$ cat src/rtl/bf16_fpu_cmp.sv
`default_nettype none
// ============================================================================
//  Module      : bf16_fpu_cmp
//  Description : bfloat16 (1/8/7) non-arithmetic FPU slice. Executes
//                FEQ/FLT/FLE, FMIN/FMAX, FSGNJ/FSGNJN/FSGNJX, FCLASS and FMV.
//                Requests are captured on the edge that samples valid_i and
//                the result is registered on the following edge.
//  Ports       : wb_clk_i   - clock, rising edge
//                wb_rst_i   - asynchronous active-high reset
//                valid_i    - request strobe
//                op_i[3:0]  - opcode (0..9 legal, 10..15 illegal)
//                a_i, b_i   - bf16 operands
//                result_o   - registered 16-bit result (holds when idle)
//                valid_o    - one-cycle result strobe
//                fflags_o   - {NV,DZ,OF,UF,NX}; only NV can be set here
//                illegal_o  - illegal-opcode strobe, coincident with valid_o
//  Revision    : 1.0 - initial release
// ============================================================================
module bf16_fpu_cmp #(
   parameter logic [15:0] CANON_NAN = 16'h7FC0
) (
   input  logic        wb_clk_i,
   input  logic        wb_rst_i,
   input  logic        valid_i,
   input  logic [3:0]  op_i,
   input  logic [15:0] a_i,
   input  logic [15:0] b_i,
   output logic [15:0] result_o,
   output logic        valid_o,
   output logic [4:0]  fflags_o,
   output logic        illegal_o
);

   localparam logic [3:0] c_OP_FEQ    = 4'd0;
   localparam logic [3:0] c_OP_FLT    = 4'd1;
   localparam logic [3:0] c_OP_FLE    = 4'd2;
   localparam logic [3:0] c_OP_FMIN   = 4'd3;
   localparam logic [3:0] c_OP_FMAX   = 4'd4;
   localparam logic [3:0] c_OP_FSGNJ  = 4'd5;
   localparam logic [3:0] c_OP_FSGNJN = 4'd6;
   localparam logic [3:0] c_OP_FSGNJX = 4'd7;
   localparam logic [3:0] c_OP_FCLASS = 4'd8;
   localparam logic [3:0] c_OP_FMV    = 4'd9;

   // Sign-magnitude "x < y" for non-NaN operands; +0 and -0 compare equal.
   function automatic logic f_lt(input logic [15:0] x, input logic [15:0] y);
      logic r;
      if ((x[14:0] == 15'd0) && (y[14:0] == 15'd0)) r = 1'b0;
      else if (x[15] != y[15])                      r = x[15];
      else if (!x[15])                              r = (x[14:0] < y[14:0]);
      else                                          r = (x[14:0] > y[14:0]);
      return r;
   endfunction

   // ------------------------------------------------------------------------
   // Request capture stage
   // ------------------------------------------------------------------------
   logic        r_req_vld;
   logic [3:0]  r_op;
   logic [15:0] r_a;
   logic [15:0] r_b;

   always_ff @(posedge wb_clk_i or posedge wb_rst_i) begin
      if (wb_rst_i) begin
         r_req_vld <= 1'b0;
         r_op      <= 4'd0;
         r_a       <= 16'd0;
         r_b       <= 16'd0;
      end else begin
         r_req_vld <= valid_i;
         if (valid_i) begin
            r_op <= op_i;
            r_a  <= a_i;
            r_b  <= b_i;
         end
      end
   end

   // ------------------------------------------------------------------------
   // Operand decode
   // ------------------------------------------------------------------------
   logic w_a_exp_ff, w_a_exp_0, w_a_man_0;
   logic w_b_exp_ff, w_b_man_0;
   logic w_a_nan, w_b_nan, w_a_snan, w_b_snan;
   logic w_any_nan, w_any_snan, w_both_zero;
   logic w_a_lt_b, w_b_lt_a, w_eq;
   logic w_min_is_a, w_max_is_a;

   assign w_a_exp_ff  = &r_a[14:7];
   assign w_a_exp_0   = ~|r_a[14:7];
   assign w_a_man_0   = ~|r_a[6:0];
   assign w_b_exp_ff  = &r_b[14:7];
   assign w_b_man_0   = ~|r_b[6:0];

   assign w_a_nan     = w_a_exp_ff & ~w_a_man_0;
   assign w_b_nan     = w_b_exp_ff & ~w_b_man_0;
   assign w_a_snan    = w_a_nan & ~r_a[6];
   assign w_b_snan    = w_b_nan & ~r_b[6];
   assign w_any_nan   = w_a_nan | w_b_nan;
   assign w_any_snan  = w_a_snan | w_b_snan;
   assign w_both_zero = (r_a[14:0] == 15'd0) && (r_b[14:0] == 15'd0);

   assign w_a_lt_b    = f_lt(r_a, r_b);
   assign w_b_lt_a    = f_lt(r_b, r_a);
   assign w_eq        = w_both_zero || (r_a == r_b);

   // For min/max the zeros are ordered -0 < +0, so a signed-zero pair is
   // resolved by the sign of A. Equal non-zero operands are bit-identical.
   assign w_min_is_a  = w_a_lt_b | (w_both_zero & r_a[15]);
   assign w_max_is_a  = w_b_lt_a | (w_both_zero & ~r_a[15]);

   // ------------------------------------------------------------------------
   // Operation select
   // ------------------------------------------------------------------------
   logic [15:0] w_res;
   logic        w_nv;
   logic        w_ill;
   logic [9:0]  w_class;

   always_comb begin
      w_class = 10'd0;
      if (w_a_exp_ff) begin
         if (w_a_man_0)     w_class = r_a[15] ? 10'h001 : 10'h080;
         else if (r_a[6])   w_class = 10'h200;
         else               w_class = 10'h100;
      end else if (w_a_exp_0) begin
         if (w_a_man_0)     w_class = r_a[15] ? 10'h008 : 10'h010;
         else               w_class = r_a[15] ? 10'h004 : 10'h020;
      end else begin
         w_class = r_a[15] ? 10'h002 : 10'h040;
      end
   end

   always_comb begin
      w_res = 16'd0;
      w_nv  = 1'b0;
      w_ill = 1'b0;
      case (r_op)
         c_OP_FEQ: begin
            w_res = {15'd0, ~w_any_nan & w_eq};
            w_nv  = w_any_snan;
         end
         c_OP_FLT: begin
            w_res = {15'd0, ~w_any_nan & w_a_lt_b};
            w_nv  = w_any_nan;
         end
         c_OP_FLE: begin
            w_res = {15'd0, ~w_any_nan & (w_a_lt_b | w_eq)};
            w_nv  = w_any_nan;
         end
         c_OP_FMIN, c_OP_FMAX: begin
            if (w_a_nan && w_b_nan)  w_res = CANON_NAN;
            else if (w_a_nan)        w_res = r_b;
            else if (w_b_nan)        w_res = r_a;
            else if (r_op == c_OP_FMIN) w_res = w_min_is_a ? r_a : r_b;
            else                     w_res = w_max_is_a ? r_a : r_b;
            w_nv = w_any_snan;
         end
         c_OP_FSGNJ:  w_res = {r_b[15], r_a[14:0]};
         c_OP_FSGNJN: w_res = {~r_b[15], r_a[14:0]};
         c_OP_FSGNJX: w_res = {r_a[15] ^ r_b[15], r_a[14:0]};
         c_OP_FCLASS: w_res = {6'd0, w_class};
         c_OP_FMV:    w_res = r_a;
         default:     w_ill = 1'b1;
      endcase
   end

   // ------------------------------------------------------------------------
   // Result stage: result/flags hold between requests, strobes pulse once.
   // ------------------------------------------------------------------------
   logic [15:0] r_result;
   logic        r_valid;
   logic [4:0]  r_fflags;
   logic        r_illegal;

   always_ff @(posedge wb_clk_i or posedge wb_rst_i) begin
      if (wb_rst_i) begin
         r_result  <= 16'd0;
         r_valid   <= 1'b0;
         r_fflags  <= 5'd0;
         r_illegal <= 1'b0;
      end else begin
         r_valid   <= r_req_vld;
         r_illegal <= r_req_vld & w_ill;
         if (r_req_vld) begin
            r_result <= w_res;
            r_fflags <= {w_nv, 4'd0};
         end
      end
   end

   assign result_o  = r_result;
   assign valid_o   = r_valid;
   assign fflags_o  = r_fflags;
   assign illegal_o = r_illegal;

endmodule
`default_nettype wire

$ cat config.mk
export PLATFORM = sky130hd
export DESIGN_NAME = bf16_fpu_cmp
export DESIGN_NICKNAME = d
export VERILOG_FILES = /design/src/rtl/bf16_fpu_cmp.sv
export SDC_FILE = /design/constraint.sdc
export NUM_CORES = 1
export LEC_CHECK = 0
export ABC_AREA = 1
export CORE_MARGIN = 2
export CORE_UTILIZATION = 45
export CTS_CLUSTER_SIZE = 25
export DETAILED_ROUTE_END_ITERATION = 10
export HOLD_SLACK_MARGIN = 0.03
export PLACE_DENSITY = 0.68
export SKIP_LAST_GASP = 1
export SLEW_MARGIN = 20
export SYNTH_ARGS = -nofsm -noshare
export SYNTH_HDL_FRONTEND = slang
export SYNTH_SLANG_ARGS = --single-unit
export TNS_END_PERCENT = 100
$ cat constraint.sdc
create_clock -name wb_clk_i -period 2.8 [get_ports wb_clk_i]
set_input_delay 0.7 -clock wb_clk_i [delete_from_list [all_inputs] [get_ports wb_clk_i]]
set_output_delay 0.7 -clock wb_clk_i [all_outputs]
set_load 0.05 [all_outputs]
==> results by group, run 1 <==
Synth
  – Post-synthesis sequential area ratio: 33.9%
  – Syn Inst Count: 603
  – Yosys reg bits: 56
  – Synth cell types: 42
  – Synthesized area: 4130 um2
  – Avg Cell Area, Syn: 6.85 um2
  – Yosys warnings: 0

Floorplan
  – Die X: about 100 um
  – # IOs: 62
  – Starting density of the core: 46.9%
  – Die area: 9960 um2
  – # rows: 34
  – Chip height: between 90 and 100 um
  – Total core area: 8810 um2

Job
  – Max-Cap Viols: 0

Worst setup path
  – Worst Path Max Fanout: 11
  – CP endpoint kind: register
  – WP data required: 3.07 ns
  – Critical path startpoint category: register
  – WS Path Type: reg -> reg
  – Crit path DAT: 2.90 ns

Layout
  – Final core utilization: 57.2%
  – Layout net count: between 700 and 800
  – FILL cells: 856
  – ANT cells: 0
  – Share of layout cells above drive strength 1: between 15 and 20%
  – Area Growth Syn to Fin: 22.1%

Drt
  – Starting DRC count in detailed routing: between 200 and 300
  – Drt first pass iters: 5
  – Vias per inst: 5.59
  – Routed vias: 4,359
  – WL final: between 10 and 15 mm
  – DR WL/cell: 16.0 um
  – DRC: 0
  – Post-route ant nets: 0

Clock network
  – CTS buffer count: 5
  – Root Driver: clkbuf_8
  – Clock buffer depth: 2
  – H-tree levels: 2
  – Reg clk slew, reported paths: 0.11 ns
  – CTS tree: yes
  – Clock latency at the later pin of the worst-skew pair: 0.32 ns
  – Clk sinks: 56

Timing
  – Final Setup Violations: 0
  – Final worst slack: 0.167 ns
  – Slew Limit Headroom: approximately 63%
  – Final Hold Viols: 0
  – Layout Skew: 0.0167 ns
  – Fin crit share: 94.0%
  – Max-slew violations: 0
  – F_max: between 300 and 400 MHz
  – Worst Tran Pin Value: about 0.56 ns
  – Hold_ws: 0.497 ns
  – Final min period: 2.63 ns
  – Setup TNS: 0 ns

GRT
  – Largest net degree at the start of global routing: 41
  – First-pass GRT wire length: 20.5 mm
  – Initial antenna violation count: 0
  – Gr usage total: 25.4%
  – GRT overflow: 0
  – Vias in the first global route: 4,237

Place
  – Port bufs: 57
  – RD Place Congestion: 0.944
  – Worst slack, placed: 0.162 ns
  – Dpl hpwl: 9.28 mm

Worst hold path
  – Hold Crit Class: reg -> reg

Power and ir drop
  – PwrDens: 499 nW/um2
  – P_leak: 0.00248 uW
  – Overall Power: 2520 uW
  – Maximum VDD drop: 0.226 mV

Run status
  – Result of the run: complete, no violations
==> worst max-delay path: stages (launching register included) <==
cell and delay, ns:
dfrtp_1 0.43, inv_2 0.10, ha_1 0.29, nand2_1 0.08
nor2_2 0.18, nand2_1 0.07, nand2_1 0.12, nand2_2 0.07
nand2_2 0.08, nand2_2 0.05, nand2_2 0.07, nand3_2 0.16
nand2_8 0.17, buf_4 0.14, nand2_1 0.05, o211ai_2 0.06
nand3_1 0.09, nand2_1 0.11, nand2_1 0.07, nand2_1 0.07
nand2_1 0.06, nand2_1 0.07
==> synthesized netlist by cell type (all sizes together) <==
library cell	n	area, um2
clkinv	4	16.3
o211ai	10	90.1
o21bai	2	15.0
o22ai	6	37.5
a22oi	1	7.51
dfrtp	56	1400
nand2	225	897
o31ai	1	7.51
buf	17	144
mux2	1	11.3
a21oi	31	159
conb	1	3.75
a41oi	2	17.5
nand3	60	315
o21ai	49	249
a32oi	1	8.76
nor3	7	45.0
nor4	4	37.5
or4	1	7.51
clkbuf	11	41.3
nand4	7	50.1
o41ai	1	8.76
inv	61	229
nor2	27	116
ha	17	213
==> final timing paths <==
kind	to	depth (start not counted)	slack [ns]	startpoint
setup / recovery	result_o[7]	21	0.17	r_a[5]
hold / removal	result_o[1]	2	0.50	result_o[1]
min in group asynchronous	valid_o	2	0.73	wb_rst_i
setup reg to reg	result_o[7]	21	0.17	r_a[5]
hold reg to reg	result_o[1]	2	0.50	result_o[1]
max in group asynchronous	r_a[2]	3	1.46	wb_rst_i
==> flip-flops by register name, summed over array words and instances, names as in the netlist <==
register and flops:
fflags_o 1, illegal_o 1, r_a 16, r_b 16
r_op 4, r_req_vld 1, result_o 16, valid_o 1
==> stage by stage <==
| stage | instance area, um2 | cells |
|---|---|---|
| floorplan | 4140 | 606 |
| global placement | 4840 | 764 |
| detailed placement | 4840 | 764 |
| CTS | 4930 | 772 |
| global route | 5040 | 780 |
| finish | 5040 | 780 |
==> cell type report <==
type / instances / area (um2) / area share [%]
clock buffers: 6 / 72.6 / 1.44
multi-input cells: 458 / 2350 / 46.6
clock inverters: 2 / 16.3 / 0.323
repair buffers: 85 / 817 / 16.2
well taps: 108 / 135 / 2.68
flip-flops and latches: 56 / 1410 / 27.9
inverters: 65 / 245 / 4.86
==> cells by family after synthesis <==
family | synth area share [%]
simple gates | 35.6
compound gates | 14.5
fa+ha+maj | 5.15
other cells | 0.0908
buf+inv | 10.4
mux | 0.273
flops | 33.9
==> per-layer routing <==
layer	vias up	share of wire, %	track usage [%]
met5	-	0	0
met4	0	1.6	8.01
met3	19	6.9	4.18
met2	163	49	43.5
met1	2075	42	33.0
li1	2102	-	-
==> cell usage in the layout (no fill, tap or decap), types with 9 or more instances in the layout <==
master / n
inv_2: 26
dfrtp_1: 51
nand3_1: 57
o21ai_0: 45
ha_1: 17
nand2_1: 212
nor2_1: 22
a21oi_1: 30
buf_4: 24
clkdlybuf4s50_1: 56
inv_1: 35
nand2_2: 9
==> what timing repair did <==
item                       in CTS  in global routing
setup buffers                   0                  7
hold buffers                    0                  0
resized for setup               0                 11
setup endpoints to repair       0                 15
==> power breakdown <==
part,switching [uW],total (uW),leakage [uW],internal (uW)
sequential,86.6,982,0.000692,895
combinational,674,1070,0.00174,397
clock,284,464,0.0000414,179
(Power assumes the default switching activity.)
==> inputs of run 2 (changes only) <==
--- a/config.mk
+++ b/config.mk
@@ -6,6 +6,7 @@
 export NUM_CORES = 1
 export LEC_CHECK = 0
 export ABC_AREA = 1
+export CORE_ASPECT_RATIO = 0.7
 export CORE_MARGIN = 2
 export CORE_UTILIZATION = 45
 export CTS_CLUSTER_SIZE = 25
@@ -13,7 +14,7 @@
 export HOLD_SLACK_MARGIN = 0.03
 export PLACE_DENSITY = 0.68
 export SKIP_LAST_GASP = 1
-export SLEW_MARGIN = 20
+export SLEW_MARGIN = 10
 export SYNTH_ARGS = -nofsm -noshare
 export SYNTH_HDL_FRONTEND = slang
 export SYNTH_SLANG_ARGS = --single-unit
==> constraint.sdc (replaced) <==
create_clock -name wb_clk_i -period 2.47 [get_ports wb_clk_i]
set_input_delay 0.6175 -clock wb_clk_i [delete_from_list [all_inputs] [get_ports wb_clk_i]]
set_output_delay 0.6175 -clock wb_clk_i [all_outputs]
set_load 0.05 [all_outputs]
==> run 2 against run 1 <==
  * The flow now finishes with violations (setup timing)
  * Critical path depth fell by 4
  * Register-to-register slack got worse by 0.19 ns
  * Cell area rose by 13%
  * Cell count rose by 7.9%
==> results by group, run 2 (same netlist as run 1, synthesis figures left out) <==
Floorplan
  – Total core area: around 9000 um2
  – # rows: 29
  – Starting density of the core: a little under half
  – Chip height: 84.1 um
  – Die area: 9970 um2
  – # IOs: 62
  – Die X: 118 um

Place
  – Worst slack, placed: 0.0148 ns
  – RD Place Congestion: 0.926
  – Placed Area: 5130 um2
  – Dpl hpwl: 10.1 mm
  – Port bufs: 57

Layout
  – Design Area, Final: 5710 um2
  – Layout net count: 773
  – Area Growth Syn to Fin: 38.3%
  – Leading cell type in the layout, fill and taps excluded: nand2_1
  – Share of layout cells above drive strength 1: 24.5%
  – ANT cells: 0
  – Commonest non-fill, non-tap cells in the layout: 204 x nand2_1, 67 x buf_4, 56 x clkdlybuf4s50_1, 53 x nand3_1, 53 x dfrtp_1

Clock network
  – Clk sinks: 56
  – Root Driver: clkbuf_16
  – H-tree levels: 2
  – Clock buffer depth: 2
  – Clock latency at the later pin of the worst-skew pair: 0.30 ns
  – CTS buffer count: 5
  – Reg clk slew, reported paths: 0.07 ns
  – CTS tree: yes

Timing
  – Hold_ws: 0.484 ns
  – Layout Skew: 0.00416 ns
  – RSZ-0062 raised after global routing: true
  – Fin crit share: 101%
  – Slew Limit Headroom: 56.2%
  – Final Hold Viols: 0
  – F_max: 401 MHz
  – Worst Tran Pin Value: 0.656 ns
  – Final min period: 2.49 ns
  – Final Setup Violations: 1
  – Final worst slack: -0.0215 ns
  – Max-slew violations: 0

Power and ir drop
  – Sw power: ~1300 uW
  – Power share of the clock group: between 20% and 30%
  – Maximum VDD drop: roughly 0.40 mV
  – PwrDens: 575 nW/um2
  – Seq pwr share: between 30% and 40%
  – Internal: 1980 uW
  – Sw Ratio: 39.7%
  – P_leak: 0.00276 uW
  – Logic pwr share: 44.2%
  – Overall Power: ~3300 uW

Job
  – Max-Cap Viols: 0

Worst setup path
  – Register-to-Register Path Depth: 17
  – Crit path DAT: 2.69 ns
  – CP delay by family, top: simple AND/OR/NAND/NOR gates
  – CP max stage cell: dfrtp_2
  – Crit path buf inv count: 3
  – CP Depth: 17
  – RR Startpoint: r_b[12]
  – CP startpoint: r_b[12]
  – Top cell by count, worst path: nand2_1
  – WS Path Type: reg -> reg
  – WP data required: approximately 2.7 ns
  – Delay of the slowest critical-path stage: 0.45 ns
  – Setup crit end: result_o[12]
  – Critical path startpoint category: register
  – Worst Path Max Fanout: 8
  – Worst reg2reg endpoint: result_o[12]
  – CP endpoint kind: register
  – Cell Chain, Critical Path: buf_12 > nor3_4 > nand3_2 > nor3_4 > nand3_4 > buf_6 > nand3_4 > buf_6 > nand3_1 > nand3_1 > nand3_1 > nand2_1 > nand2_1 > nand2_1 > nand2_1 > nand2_1 > nand2_1
  – Worst R2R Setup Slack: -0.02 ns

Drt
  – DRC: 0
  – Routed vias: 4,646
  – Drt first pass iters: 5
  – DR WL/cell: 16.6 um
  – Post-route ant nets: 0
  – Starting DRC count in detailed routing: 447
  – Vias per inst: between 5 and 6
  – WL final: 13.9 mm

Worst hold path
  – Hold Crit Depth: 2
  – Hold Crit Class: reg -> reg

GRT
  – Largest net degree at the start of global routing: 34
  – Gr usage total: 27.4%
  – Initial antenna violation count: 0
  – GRT overflow: 0
  – Vias in the first global route: 4,539
  – First-pass GRT wire length: between 20 and 25 mm

Run status
  – Result of the run: complete, but fails checks
  – Failing checks: setup timing
[run 2: tightest hold or removal path: stages (launching register included)]
cell and delay (ns):
dfrtp_1 0.34, nand2_1 0.06, nand2_1 0.06
[run 2: cell type report]
cell class | instances | area (um2)
clock buffer | 6 | 129
clock inverter | 2 | 16.3
fill | 839 | 3290
inverter | 65 | 250
multi-input combinational | 457 | 2570
sequential | 56 | 1410
tap | 124 | 155
timing repair buffer | 132 | 1180
[run 2: metrics by stage]
step | utilization, % | setup TNS (ns) | cells
CTS | 58.6 | 0 | 826
global placement | 57.0 | 0 | 818
detailed placement | 57.0 | 0 | 818
global route | 63.5 | -1.61 | 842
floorplan | - | 0 | 606
finish | 63.5 | -0.0215 | 842
[run 2: power by group through the flow]
| stage | clock (uW) | combinational (uW) | sequential [uW] |
|---|---|---|---|
| after floorplan | 0 | 635 | 1260 |
| after global placement | 0 | 1220 | 1110 |
| after detailed placement | 0 | 1240 | 1110 |
| after CTS | 745 | 1240 | 1090 |
| after global routing | 771 | 1590 | 1110 |
| final | 733 | 1450 | 1100 |
[run 2: worst min-delay path by stage]
| stage | from | to | slack, ns |
|---|---|---|---|
| CTS | result_o[14] | result_o[14] | 0.49 |
| detailed placement | result_o[3] | result_o[3] | 0.47 |
| global placement | result_o[11] | result_o[11] | 0.46 |
| global route | result_o[15] | result_o[15] | 0.51 |
| floorplan | r_req_vld | valid_o | 0.35 |
| finish | result_o[6] | result_o[6] | 0.48 |
[run 2: per-layer routing]
metal  up-vias  wire length, um  global-route usage, %  part of all wire (%)
li1       2200                -                      -                     -
met1      2173             6080                   37.1                    44
met4         0              385                   9.52                   2.8
met3        42             1030                   5.10                   7.4
met5         -                0                      0                     0
met2       231             6450                   44.6                    46
[run 2: what timing repair did]
item                                    CTS  global route
hold buffers                              0             0
resized for setup                         0            55
endpoints found under the setup margin    0            15
buffers inserted                          0            16
